[config.mk]
export PLATFORM = sky130hd
export DESIGN_NAME = seg7_scan_ctrl
export DESIGN_NICKNAME = d
export VERILOG_FILES = /design/src/rtl/seg7_scan_ctrl.sv
export SDC_FILE = /design/constraint.sdc
export NUM_CORES = 1
export LEC_CHECK = 0
export BUFFER_PORTS_ARGS = -buffer_cell sky130_fd_sc_hd__buf_4
export CORE_ASPECT_RATIO = 1.75
export CORE_MARGIN = 2
export CORE_UTILIZATION = 48
export DETAILED_ROUTE_END_ITERATION = 16
export PLACE_DENSITY = 0.67
export SLEW_MARGIN = 5
export SYNTH_ARGS = -nofsm -noshare
export SYNTH_HDL_FRONTEND = slang
export SYNTH_SLANG_ARGS = --single-unit
export TNS_END_PERCENT = 1
[constraint.sdc]
create_clock -name clk -period 3.8 [get_ports clk]
set_input_delay 0.38 -clock clk [delete_from_list [all_inputs] [get_ports clk]]
set_output_delay 0.38 -clock clk [all_outputs]
set_load 0.01 [all_outputs]
[src/rtl/seg7_scan_ctrl.sv]
// Four-digit multiplexed 7-segment scanner for a stopwatch display.
// Snapshots digit patterns per frame, adds dark guard gaps, leading-zero blanking and frame-based blink.
module seg7_scan_ctrl #(
  parameter int SCAN_DIV     = 50000,
  parameter int GUARD_CYC    = 16,
  parameter int BLINK_FRAMES = 62
) (
  input  logic       clk,
  input  logic       rst,
  input  logic       en,
  input  logic [6:0] sec1,
  input  logic [6:0] sec2,
  input  logic [6:0] min1,
  input  logic [6:0] min2,
  input  logic       tick,
  input  logic       blank_lz,
  input  logic       blink,
  output logic [6:0] seg,
  output logic [3:0] an,
  output logic       dp,
  output logic       frame_done
);

  typedef enum logic [1:0] {S_OFF, S_SHOW, S_GUARD} state_t;

  localparam logic [6:0]  SEG_DARK   = 7'h7F;
  localparam logic [6:0]  SEG_ZERO   = 7'b0000001;
  localparam logic [15:0] SHOW_LAST  = 16'(SCAN_DIV - 1);
  localparam logic [15:0] GUARD_LAST = 16'(GUARD_CYC - 1);
  localparam logic [7:0]  FRAME_LAST = 8'(BLINK_FRAMES - 1);

  state_t      r_state;
  logic [15:0] r_cnt;
  logic [1:0]  r_idx;
  logic [7:0]  r_fcnt;
  logic        r_ph;
  logic [6:0]  r_snap [4];

  state_t      w_nxt_state;
  logic [15:0] w_nxt_cnt;
  logic [1:0]  w_nxt_idx;
  logic [7:0]  w_nxt_fcnt;
  logic        w_nxt_ph;
  logic        w_load;
  logic        w_frame_end;
  logic [6:0]  w_nxt_snap [4];
  logic [6:0]  w_pat;
  logic        w_lz_blank;
  logic        w_lit;
  logic [3:0]  w_an;
  logic [6:0]  w_seg;
  logic        w_dp;

  always_comb begin
    // NOTE: every combinational output gets a default first so no path leaves it unassigned (no latch).
    w_nxt_state = r_state;
    w_nxt_cnt   = r_cnt;
    w_nxt_idx   = r_idx;
    w_nxt_fcnt  = r_fcnt;
    w_nxt_ph    = r_ph;
    w_load      = 1'b0;
    w_frame_end = 1'b0;
    if (!en) begin
      w_nxt_state = S_OFF;
      w_nxt_cnt   = '0;
      w_nxt_idx   = '0;
      w_nxt_fcnt  = '0;
      w_nxt_ph    = 1'b0;
    end else begin
      unique case (r_state)
        S_OFF: begin
          w_nxt_state = S_SHOW;
          w_nxt_cnt   = '0;
          w_nxt_idx   = '0;
          w_load      = 1'b1;
        end
        S_SHOW: begin
          if (r_cnt == SHOW_LAST) begin
            w_nxt_cnt   = '0;
            w_nxt_state = S_GUARD;
          end else begin
            w_nxt_cnt = r_cnt + 16'd1;
          end
        end
        S_GUARD: begin
          if (r_cnt == GUARD_LAST) begin
            w_nxt_cnt   = '0;
            w_nxt_state = S_SHOW;
            w_nxt_idx   = r_idx + 2'd1;
            if (r_idx == 2'd3) begin
              // Frame boundary: fresh snapshot so a digit never changes mid-frame.
              w_frame_end = 1'b1;
              w_load      = 1'b1;
              if (r_fcnt == FRAME_LAST) begin
                w_nxt_fcnt = '0;
                w_nxt_ph   = ~r_ph;
              end else begin
                w_nxt_fcnt = r_fcnt + 8'd1;
              end
            end
          end else begin
            w_nxt_cnt = r_cnt + 16'd1;
          end
        end
        default: w_nxt_state = S_OFF;
      endcase
    end

    w_nxt_snap[0] = w_load ? sec1 : r_snap[0];
    w_nxt_snap[1] = w_load ? sec2 : r_snap[1];
    w_nxt_snap[2] = w_load ? min1 : r_snap[2];
    w_nxt_snap[3] = w_load ? min2 : r_snap[3];

    // Outputs are derived from the next state so the registered pins line up with the state they describe.
    w_pat      = w_nxt_snap[w_nxt_idx];
    w_lz_blank = blank_lz && (w_nxt_idx == 2'd3) && (w_pat == SEG_ZERO);
    w_lit      = (w_nxt_state == S_SHOW) && !w_lz_blank && !(blink && w_nxt_ph);
    w_an       = w_lit ? ~(4'b0001 << w_nxt_idx) : 4'hF;
    w_seg      = w_lit ? w_pat : SEG_DARK;
    w_dp       = !(w_lit && (w_nxt_idx == 2'd2) && tick);
  end

  always_ff @(posedge clk) begin
    if (!rst) begin
      // NOTE: the four snapshot entries are plain flops, so resetting them is cheap and keeps outputs defined.
      r_state    <= S_OFF;
      r_cnt      <= '0;
      r_idx      <= '0;
      r_fcnt     <= '0;
      r_ph       <= 1'b0;
      r_snap     <= '{default: SEG_DARK};
      an         <= 4'hF;
      seg        <= SEG_DARK;
      dp         <= 1'b1;
      frame_done <= 1'b0;
    end else begin
      // NOTE: non-blocking assignments so every flop samples the pre-edge values.
      r_state    <= w_nxt_state;
      r_cnt      <= w_nxt_cnt;
      r_idx      <= w_nxt_idx;
      r_fcnt     <= w_nxt_fcnt;
      r_ph       <= w_nxt_ph;
      r_snap     <= w_nxt_snap;
      an         <= w_an;
      seg        <= w_seg;
      dp         <= w_dp;
      frame_done <= w_frame_end;
    end
  end

endmodule

==> results of run 1 <==
[synth_stat cells, drive strengths merged, types with 2 or more instances]
cell / n / area [µm²]
nand2: 92 / 345
dfxtp: 70 / 1400
a21oi: 34 / 185
nor2: 31 / 116
clkbuf: 25 / 93.8
nand3: 25 / 125
or3: 19 / 119
o21ai: 14 / 70.1
o22ai: 12 / 75.1
o41ai: 10 / 87.6
ha: 9 / 113
mux2i: 9 / 90.1
nand2b: 9 / 56.3
and3: 8 / 50.1
inv: 8 / 30.0
nand4: 8 / 56.3
o31ai: 8 / 60.1
nor3: 7 / 46.3
nor4: 6 / 52.6
o211ai: 6 / 45.0
o221ai: 6 / 52.6
xnor2: 6 / 52.6
xor2: 6 / 52.6
buf: 5 / 22.5
mux2: 4 / 48.8
nor2b: 4 / 25.0
o2111a: 4 / 45.0
o21a: 4 / 30.0
or2: 4 / 25.0
and4: 3 / 26.3
or4: 3 / 26.3
and2: 2 / 12.5
nand3b: 2 / 15.0
nor3b: 2 / 20.0
o2111ai: 2 / 17.5
or3b: 2 / 17.5
[cell families after synthesis]
family | Yosys count
AO/OA/AOI/OAI | 107
flip-flops | 70
AND/OR/NAND/NOR | 229
adder cells (fa/ha/maj) | 9
XOR/XNOR | 12
buffers and inverters | 38
multiplexers | 13
[critical path, stage by stage, from the launching register on]
cell and delay, ps:
dfxtp_1 380, ha_1 210, and3_1 250, and3_1 780
a21oi_1 360, or2_2 410, a222oi_1 440, nand4_2 250
o211ai_1 230
[worst paths after layout]
kind / startpoint / end / slack [ps] / cells past startpoint
min reg2reg: r_snap[2] / r_snap[2] / 470 / 2
min: tick / dp / 230 / 2
max: r_cnt[0] / seg[4] / 400 / 8
max reg2reg: r_cnt[0] / seg[4] / 400 / 8
[final cells by class]
cell class | count | area [µm²]
clock buffers | 14 | 284
well taps | 88 | 110
fillers | 708 | 3110
clock inverters | 2 | 37.5
inverters | 8 | 30.0
flip-flops and latches | 70 | 1400
multi-input cells | 370 | 2240
repair buffers | 54 | 405
[state kept, by name, indices dropped and copies added, names as in the netlist]
name	count
an	4
dp	1
frame_done	1
r_cnt	16
r_fcnt	8
r_idx	2
r_ph	1
r_snap	28
r_state	2
seg	7
[metrics by stage]
stage          power [mW]  area [µm²]  instances  hold slack (ps)  setup WS (ps)
2_1_floorplan       0.893        3780        478              434           1170
5_1_grt              1.89        4510        606              239           2.46
3_3_place_gp        0.965        4180        590              446            564
3_5_place_dp        0.967        4180        590              455            371
4_1_cts              1.85        4510        606              229            378
6_report             1.84        4510        606              227            401
[power groups by stage]
stage / Sequential (mW) / Clock, mW / Combinational [mW]
CTS: 0.772 / 0.895 / 0.180
detailed placement: 0.788 / 0 / 0.179
global route: 0.774 / 0.922 / 0.196
finish: 0.772 / 0.884 / 0.179
global placement: 0.787 / 0 / 0.178
floorplan: 0.787 / 0 / 0.106
[routing by layer]
layer,vias up,wire length [µm],share of wire [%]
met5,-,0,0
met4,0,438,4.3
met3,27,336,3.3
met2,83,5730,56
met1,1713,3700,36
li1,1801,-,-
==> impl_metrics.json, run 1 <==
{
  "start_util_pct": 49.7,
  "ctsLongestPathBuffers": 2,
  "wl_per_cell_um": 16.8,
  "holdCritPathClass": "in2reg",
  "synthArstFlopShare_pct": 0,
  "rsz0062_at_grt": "no",
  "grt.total_usage_pct": 24.2,
  "io_pins": 47,
  "num_antenna_cells": 0,
  "fmax_ghz": 0.294,
  "ctsResizeCount": 0,
  "synth.distinct_cells": 54,
  "syn_to_final_growth_pct": 19.0,
  "grt_antenna_before_repair": 0,
  "firstDrtPassIters": 4,
  "cts_hold_buffers": 0,
  "hold_viol_final": 0,
  "cap_viol_max_count": 0,
  "fin_util_pct": 59.1,
  "power_leakage_nw": 1.73,
  "clock_latency_ps": 340,
  "ys_dominant_reg_cell": "dfxtp_1",
  "end_kind": "register",
  "use_met3_pct": 4.57,
  "max-vdd-ir-drop_v": 0.000240,
  "synth-xor-area-share_pct": 2.78,
  "grt_pass1_wl_um": 16000,
  "gp_congestion": 0.904,
  "combPwrFrac_pct": 9.8,
  "yosysWarnings": 0,
  "critPathKind": "reg2reg",
  "yosys-mux-area-fraction_pct": 3.67,
  "met2_usage_pct": 46.1,
  "clock_sinks": 70,
  "cts_tree": "yes",
  "final.min_clock_period_ps": 3400,
  "intPower_mw": 1.42,
  "fin_crit_sh_pct": 89.4,
  "final_cell_mix": "nand2_1, dfxtp_1, buf_4",
  "synth_compound_area_share_pct": 19.2,
  "cts_made_buffers": 9,
  "synth_top_family_by_area": "simple AND/OR/NAND/NOR gates",
  "synth.cell_area_um2": 3780,
  "cts_setup_buffers": 0,
  "pwr_density_cell_nw_per_um2": 407,
  "synth-seq-area-share_pct": 37.0,
  "coreArea_um2": 7620,
  "top_usage_layer": "met2",
  "place.detailed.hpwl_um": 7690,
  "grt_max_degree": 26,
  "die_h_um": 121,
  "die_x_um": 71.1,
  "synth.net_count": 521,
  "swShare_pct": 22.7,
  "cp_max_fo": 25,
  "h-tree-depth": 3,
  "slew_viol_final": 0,
  "drive_gt1_share_pct": 16.6,
  "wl_um": 10200,
  "ys_ff_latch": 70,
  "vias": 3624,
  "placementRows": 42,
  "synthCells": 478,
  "setup_viol": 0,
  "path_clk_slew_ps": 60,
  "drt_iter0_drc": 202,
  "die_area_um2": 8640,
  "slew_headroom_pct": 28.0,
  "cp.required_ps": 4060,
  "nets": 556,
  "p_sw_mw": 0.416,
  "viasPerCell": 5.98,
  "clockPowerShare_pct": 48.1,
  "io_buffer_count": 46,
  "seqPwrFrac_pct": 42.1,
  "status": "finished, final reports clean",
  "grt_util_met1_pct": 22.7,
  "synth_adder_area_share_pct": 2.98,
  "grt_overflow": 0,
  "fin_skew_ps": 7.62,
  "grt_pass1_vias": 3459,
  "post_synth_and_or_nand_nor_area_fraction_pct": 30.4,
  "fin_tns_setup_ps": 0,
  "synth_edf_count": 0,
  "drc": 0,
  "final_common_cell": "nand2_1",
  "tightest_slew_ps": 1080,
  "critPathArrivalTime_ps": 3660,
  "ant_nets": 0,
  "startpoint_type": "register",
  "avgSynthCellArea_um2": 7.92,
  "root_buffer": "clkbuf_16"
}
No activity file was read; power rests on OpenSTA's default activity.
==> run 2: changes to the inputs <==
Settings changed: CELL_PAD_IN_SITES_DETAIL_PLACEMENT from default to 0, CELL_PAD_IN_SITES_GLOBAL_PLACEMENT from default to 2, CORE_UTILIZATION 48 to 37, PLACE_DENSITY 0.67 to 0.84.
==> run 2 against run 1 <==
Against the previous run: die area up 28%; largest cell class unchanged; critical path depth unchanged; power down 0.10%.
==> impl_metrics.json, run 2 (synthesis results as in run 1) <==
{
  "place_inst": 629,
  "slew_headroom_pct": 22.2,
  "placementRows": 48,
  "largestRegisters": "r_snap x28, r_cnt x16, r_fcnt x8",
  "grt_antenna_before_repair": 0,
  "swShare_pct": 22.4,
  "whs_ps": 230,
  "firstDrtPassIters": 5,
  "ant_nets": 0,
  "clock_sinks": 70,
  "cts_setup_buffers": 0,
  "io_pins": 47,
  "fmax_ghz": 0.304,
  "cp-startpoint": "r_cnt[0]",
  "nets": 558,
  "grt_overflow": 0,
  "vias": 3574,
  "io_buffer_count": 46,
  "cp_max_fo": 14,
  "tightest_slew_ps": 1160,
  "die_x_um": 80.5,
  "drive_gt1_share_pct": 16.8,
  "r2r-start": "r_cnt[0]",
  "clock_latency_ps": 330,
  "grt.total_usage_pct": 20.7,
  "cts_hold_buffers": 0,
  "fin_crit_sh_pct": 86.6,
  "final_cell_mix": "nand2_1, dfxtp_1, buf_4",
  "hold_viol_final": 0,
  "fin_cells": 643,
  "die_h_um": 138,
  "root_buffer": "clkbuf_16",
  "cts_tree": "yes",
  "max-vdd-ir-drop_v": 0.000225,
  "final.min_clock_period_ps": 3290,
  "die_area_um2": 11100,
  "combPwrFrac_pct": 9.9,
  "pwr_density_cell_nw_per_um2": 402,
  "regMostFlops": "r_snap",
  "startpoint_type": "register",
  "wl_per_cell_um": 17.3,
  "critPathArrivalTime_ps": 3540,
  "end_kind": "register",
  "path_clk_slew_ps": 50,
  "critPathKind": "reg2reg",
  "power_leakage_nw": 1.74,
  "fin_tns_setup_ps": 0,
  "grt_pass1_wl_um": 17100,
  "syn_to_final_growth_pct": 20.4,
  "drt_iter0_drc": 238,
  "setup_viol": 0,
  "holdCritPathClass": "in2reg",
  "ctsLongestPathBuffers": 2,
  "cp.required_ps": 4050,
  "p_sw_mw": 0.411,
  "fin_skew_ps": 7.10,
  "wl_um": 11100,
  "seqPwrFrac_pct": 42.1,
  "place.detailed.hpwl_um": 8590,
  "gp_congestion": 0.876,
  "rsz0062_at_grt": "no",
  "grt_max_degree": 21,
  "drc": 0,
  "num_antenna_cells": 0,
  "hold_path.startpoint": "tick",
  "intPower_mw": 1.42,
  "largest_reg_flops": 28,
  "start_util_pct": 38.2,
  "clockPowerShare_pct": 48.0,
  "coreArea_um2": 9910,
  "grt_pass1_vias": 3322,
  "viasPerCell": 5.56,
  "slew_viol_final": 0,
  "status": "finished, final reports clean",
  "cts_made_buffers": 9,
  "ctsResizeCount": 0,
  "final_common_cell": "nand2_1",
  "h-tree-depth": 3,
  "cap_viol_max_count": 0
}
## run 2: cell types whose count changed in the layout (fill, tap and decap cells not counted)
| cell | before | now |
|---|---|---|
| clkbuf_8 | 4 | 1 |
| buf_4 | 54 | 56 |
| bufinv_16 | 1 | 2 |
| clkbuf_1 | 1 | 0 |
| clkinv_2 | 0 | 1 |
## run 2: metrics by stage
| step | instance area, µm² | setup WS [ps] | utilization, % | power (mW) |
|---|---|---|---|---|
| final | 4560 | 507 | 46.0 | 1.83 |
| after global routing | 4560 | 196 | 46.0 | 1.91 |
| after CTS | 4560 | 546 | 46.0 | 1.86 |
| after detailed placement | 4250 | 562 | 42.8 | 0.970 |
| after global placement | 4250 | 614 | 42.8 | 0.969 |
| after floorplan | 3780 | 1170 | - | 0.893 |
## run 2: area by class of cell
| cell class | count | area, µm² |
|---|---|---|
| fillers | 1014 | 5350 |
| multi-input cells | 370 | 2240 |
| flip-flops and latches | 70 | 1400 |
| repair buffers | 56 | 420 |
| clock buffers | 10 | 239 |
| well taps | 125 | 156 |
| clock inverters | 4 | 72.6 |
| inverters | 8 | 30.0 |
## run 2: per-layer routing
layer  GRT usage [%]  routed length (µm)  vias up
li1                -                   -     1804
met1            20.8                4150     1676
met2            41.2                6370       75
met3            3.08                 354       19
met4            8.38                 272        0
met5               0                   0        -
## run 2: critical path, cell delays in order, from the launching register on
cell and delay (ps):
dfxtp_1 340, ha_1 220, and3_1 230, and3_1 360, a2111oi_1 1070, o22ai_1 280
o2111ai_1 240, nand4_2 230, o211ai_1 240
## run 2: power groups by stage
stage	Sequential (mW)	Combinational, mW	Clock (mW)
3_3_place_gp	0.787	0.182	0
5_1_grt	0.775	0.199	0.934
4_1_cts	0.772	0.183	0.900
6_report	0.772	0.182	0.880
2_1_floorplan	0.787	0.106	0
3_5_place_dp	0.788	0.183	0
## run 2: final timing paths
kind                            slack, ps         to  cells after the start
worst min-delay path                  230         dp                      2
worst max register to register        510     seg[4]                      8
worst min register to register        470  r_snap[1]                      2
worst max-delay path                  510     seg[4]                      8
==> run 3: changes to the inputs <==
Settings changed: ABC_AREA from default to 1, CORE_UTILIZATION 37 to 35.
==> run 3 against run 2 <==
Against the previous run: register-to-register slack better by 580 ps; sequential share of layout area is 2.3 points higher; power is 3.1% lower; synthesized cell count is 3.1% higher; routed wire length is 19% lower; cell count is 3.7% higher; first-iteration DRC count is 64% lower; clock power is 3.6% lower; global-route usage is 3.0 points lower; utilization is 2.9 points lower; via count is 11% lower; critical endpoint is now seg[5].
==> impl_metrics.json, run 3 <==
{
  "status": "finished, final reports clean",
  "wl_per_cell_um": 13.5,
  "drt_iter0_drc": 86,
  "clockPowerShare_pct": 47.7,
  "viasPerCell": 4.75,
  "grt_pass1_vias": 3129,
  "seqPwrFrac_pct": 43.3,
  "gp_congestion": 0.770,
  "placementRows": 48,
  "fin_cells": 667,
  "synthCells": 493,
  "finalPower_mw": 1.78,
  "regMostFlops": "r_snap",
  "ant_nets": 0,
  "fin_util_pct": 43.1,
  "grt_max_degree": 32,
  "cp_max_fo": 12,
  "synth_edf_count": 0,
  "synth.net_count": 536,
  "fmax_ghz": 0.369,
  "largest_reg_flops": 28,
  "startpoint_type": "register",
  "final.min_clock_period_ps": 2710,
  "ctsResizeCount": 0,
  "io_pins": 47,
  "num_antenna_cells": 0,
  "grt_antenna_before_repair": 0,
  "avgSynthCellArea_um2": 7.16,
  "pwr_density_cell_nw_per_um2": 419,
  "ctsLongestPathBuffers": 2,
  "fin_crit_sh_pct": 71.4,
  "rsz0062_at_grt": "no",
  "largestRegisters": "r_snap x28, r_cnt x16, r_fcnt x8",
  "synth.area.top_cells": "dfxtp_1, nand2_1, nand3_1",
  "cp_cell_sequence": "ha_1 > nand3_1 > nor2_4 > nand4_4 > a21oi_2 > nand2_1 > nand2_1 > nand2_1 > nand2_1 > nor2_2 > nand2_1 > nor2_1 > nand2_2 > nand3_1",
  "slew_viol_final": 0,
  "hold_viol_final": 0,
  "crit_family": "simple AND/OR/NAND/NOR gates",
  "grt_overflow": 0,
  "synth.distinct_cells": 40,
  "start_util_pct": 35.8,
  "vias": 3168,
  "die_h_um": 137,
  "nets": 580,
  "ys_ff_latch": 70,
  "grt.total_usage_pct": 17.8,
  "yosysTopAreaCellShare_pct": 39.7,
  "h-tree-depth": 3,
  "synth_common_cells": "nand2_1, dfxtp_1, nand3_1",
  "synth.cell_area_um2": 3530,
  "swShare_pct": 24.2,
  "final_cell_mix": "nand2_1, dfxtp_1, nand3_1",
  "met1_length_um": 3510,
  "path_clk_slew_ps": 60,
  "setup_viol": 0,
  "r2r_slack_ps": 1090,
  "final_common_cell": "nand2_1",
  "dr_wl_met2_um": 4860,
  "critPathBufInv": 0,
  "slowest_stage": "a21oi_2",
  "end_kind": "register",
  "cap_viol_max_count": 0,
  "dp_slack_ps": 1080,
  "drive_gt1_share_pct": 18.6,
  "ys_dominant_reg_cell": "dfxtp_1",
  "synthArstFlopShare_pct": 0,
  "n_fill_cell": 1058,
  "cts_hold_buffers": 0,
  "drc": 0,
  "power_leakage_nw": 1.92,
  "die_x_um": 79.9,
  "firstDrtPassIters": 4,
  "holdCritPathClass": "in2reg",
  "intPower_mw": 1.35,
  "coreArea_um2": 9850,
  "synth-seq-area-share_pct": 39.7,
  "cts_tree": "yes",
  "synth_top_cell_by_area": "dfxtp_1",
  "grt_pass1_wl_um": 14800,
  "fin_skew_ps": 7.07,
  "yosysWarnings": 0,
  "cp.required_ps": 4000,
  "clock_latency_ps": 340,
  "wl_um": 8980,
  "fin_tns_setup_ps": 0,
  "place_inst": 651,
  "p_sw_mw": 0.430,
  "tightest_slew_ps": 595,
  "synthMostInstantiatedCell": "nand2_1",
  "cts_setup_buffers": 0,
  "slew_headroom_pct": 60.2,
  "clock_sinks": 70,
  "cts_made_buffers": 9,
  "top_layer_used": "met4",
  "root_buffer": "clkbuf_16",
  "syn_to_final_growth_pct": 20.2,
  "die_area_um2": 10900,
  "critPathArrivalTime_ps": 2920,
  "critPathKind": "reg2reg",
  "combPwrFrac_pct": 9.0,
  "dr_wl_met3_um": 309,
  "timing.critical_path.slowest_cell_delay_ps": 500,
  "cp_common_cell": "nand2_1",
  "io_buffer_count": 46,
  "place.detailed.hpwl_um": 6740,
  "timing.final.ws_setup_ps": 1090,
  "max-vdd-ir-drop_v": 0.000239
}
==> run 3: cell types whose count changed after synthesis, sizes merged, moves of 8 or more <==
| cell | change |
|---|---|
| a21oi | -15 |
| and3 | -8 |
| clkbuf | -20 |
| inv | +40 |
| mux2i | -9 |
| nand2 | +76 |
| nand2b | -9 |
| nand3 | +35 |
| nor2 | +27 |
| o21ai | -11 |
| o22ai | -12 |
| o41ai | -10 |
| or3 | -19 |
==> run 3: worst paths after layout <==
path / endpoint / cells after the start / start
min: r_snap[2] / 3 / min2[2]
max: seg[5] / 14 / r_cnt[0]
min reg2reg: r_snap[1] / 2 / r_snap[1]
max reg2reg: seg[5] / 14 / r_cnt[0]
==> run 3: worst min-delay path: cells and delay by family <==
| kind | cells | cell delay [ps] |
|---|---|---|
| AND/OR/NAND/NOR | 2 | 110 |
| buffers and inverters | 1 | 70 |
==> run 3: per-stage QoR <==
step,area [µm²],hold WS [ps]
3_5_place_dp,3940,438
2_1_floorplan,3530,424
4_1_cts,4240,258
5_1_grt,4240,262
3_3_place_gp,3940,433
6_report,4240,262
==> run 3: cell families after synthesis <==
group	after synthesis	synth area share (%)
compound gates	35	6.06
xor+xnor	5	1.24
fa+ha+maj	9	3.19
buf+inv	63	7.90
flops	70	39.7
simple gates	311	41.9
==> run 3: power groups by stage <==
stage / Sequential (mW) / Combinational, mW / Clock [mW]
2_1_floorplan: 0.785 / 0.106 / 0
3_3_place_gp: 0.785 / 0.164 / 0
3_5_place_dp: 0.785 / 0.164 / 0
4_1_cts: 0.769 / 0.165 / 0.866
5_1_grt: 0.771 / 0.184 / 0.895
6_report: 0.769 / 0.160 / 0.848
==> run 3: final cells by class <==
class / instances / area [µm²] / area share (%)
multi-input cells: 360 / 1850 / 43.6
flip-flops and latches: 70 / 1400 / 33.0
repair buffers: 47 / 353 / 8.31
clock buffers: 10 / 239 / 5.63
inverters: 49 / 184 / 4.33
well taps: 125 / 156 / 3.69
clock inverters: 6 / 61.3 / 1.44
==> run 3: layer usage <==
layer | up-vias | track usage (%)
li1 | 1664 | -
met1 | 1428 | 18.3
met2 | 55 | 33.2
met3 | 21 | 3.50
met4 | 0 | 8.95
met5 | - | 0
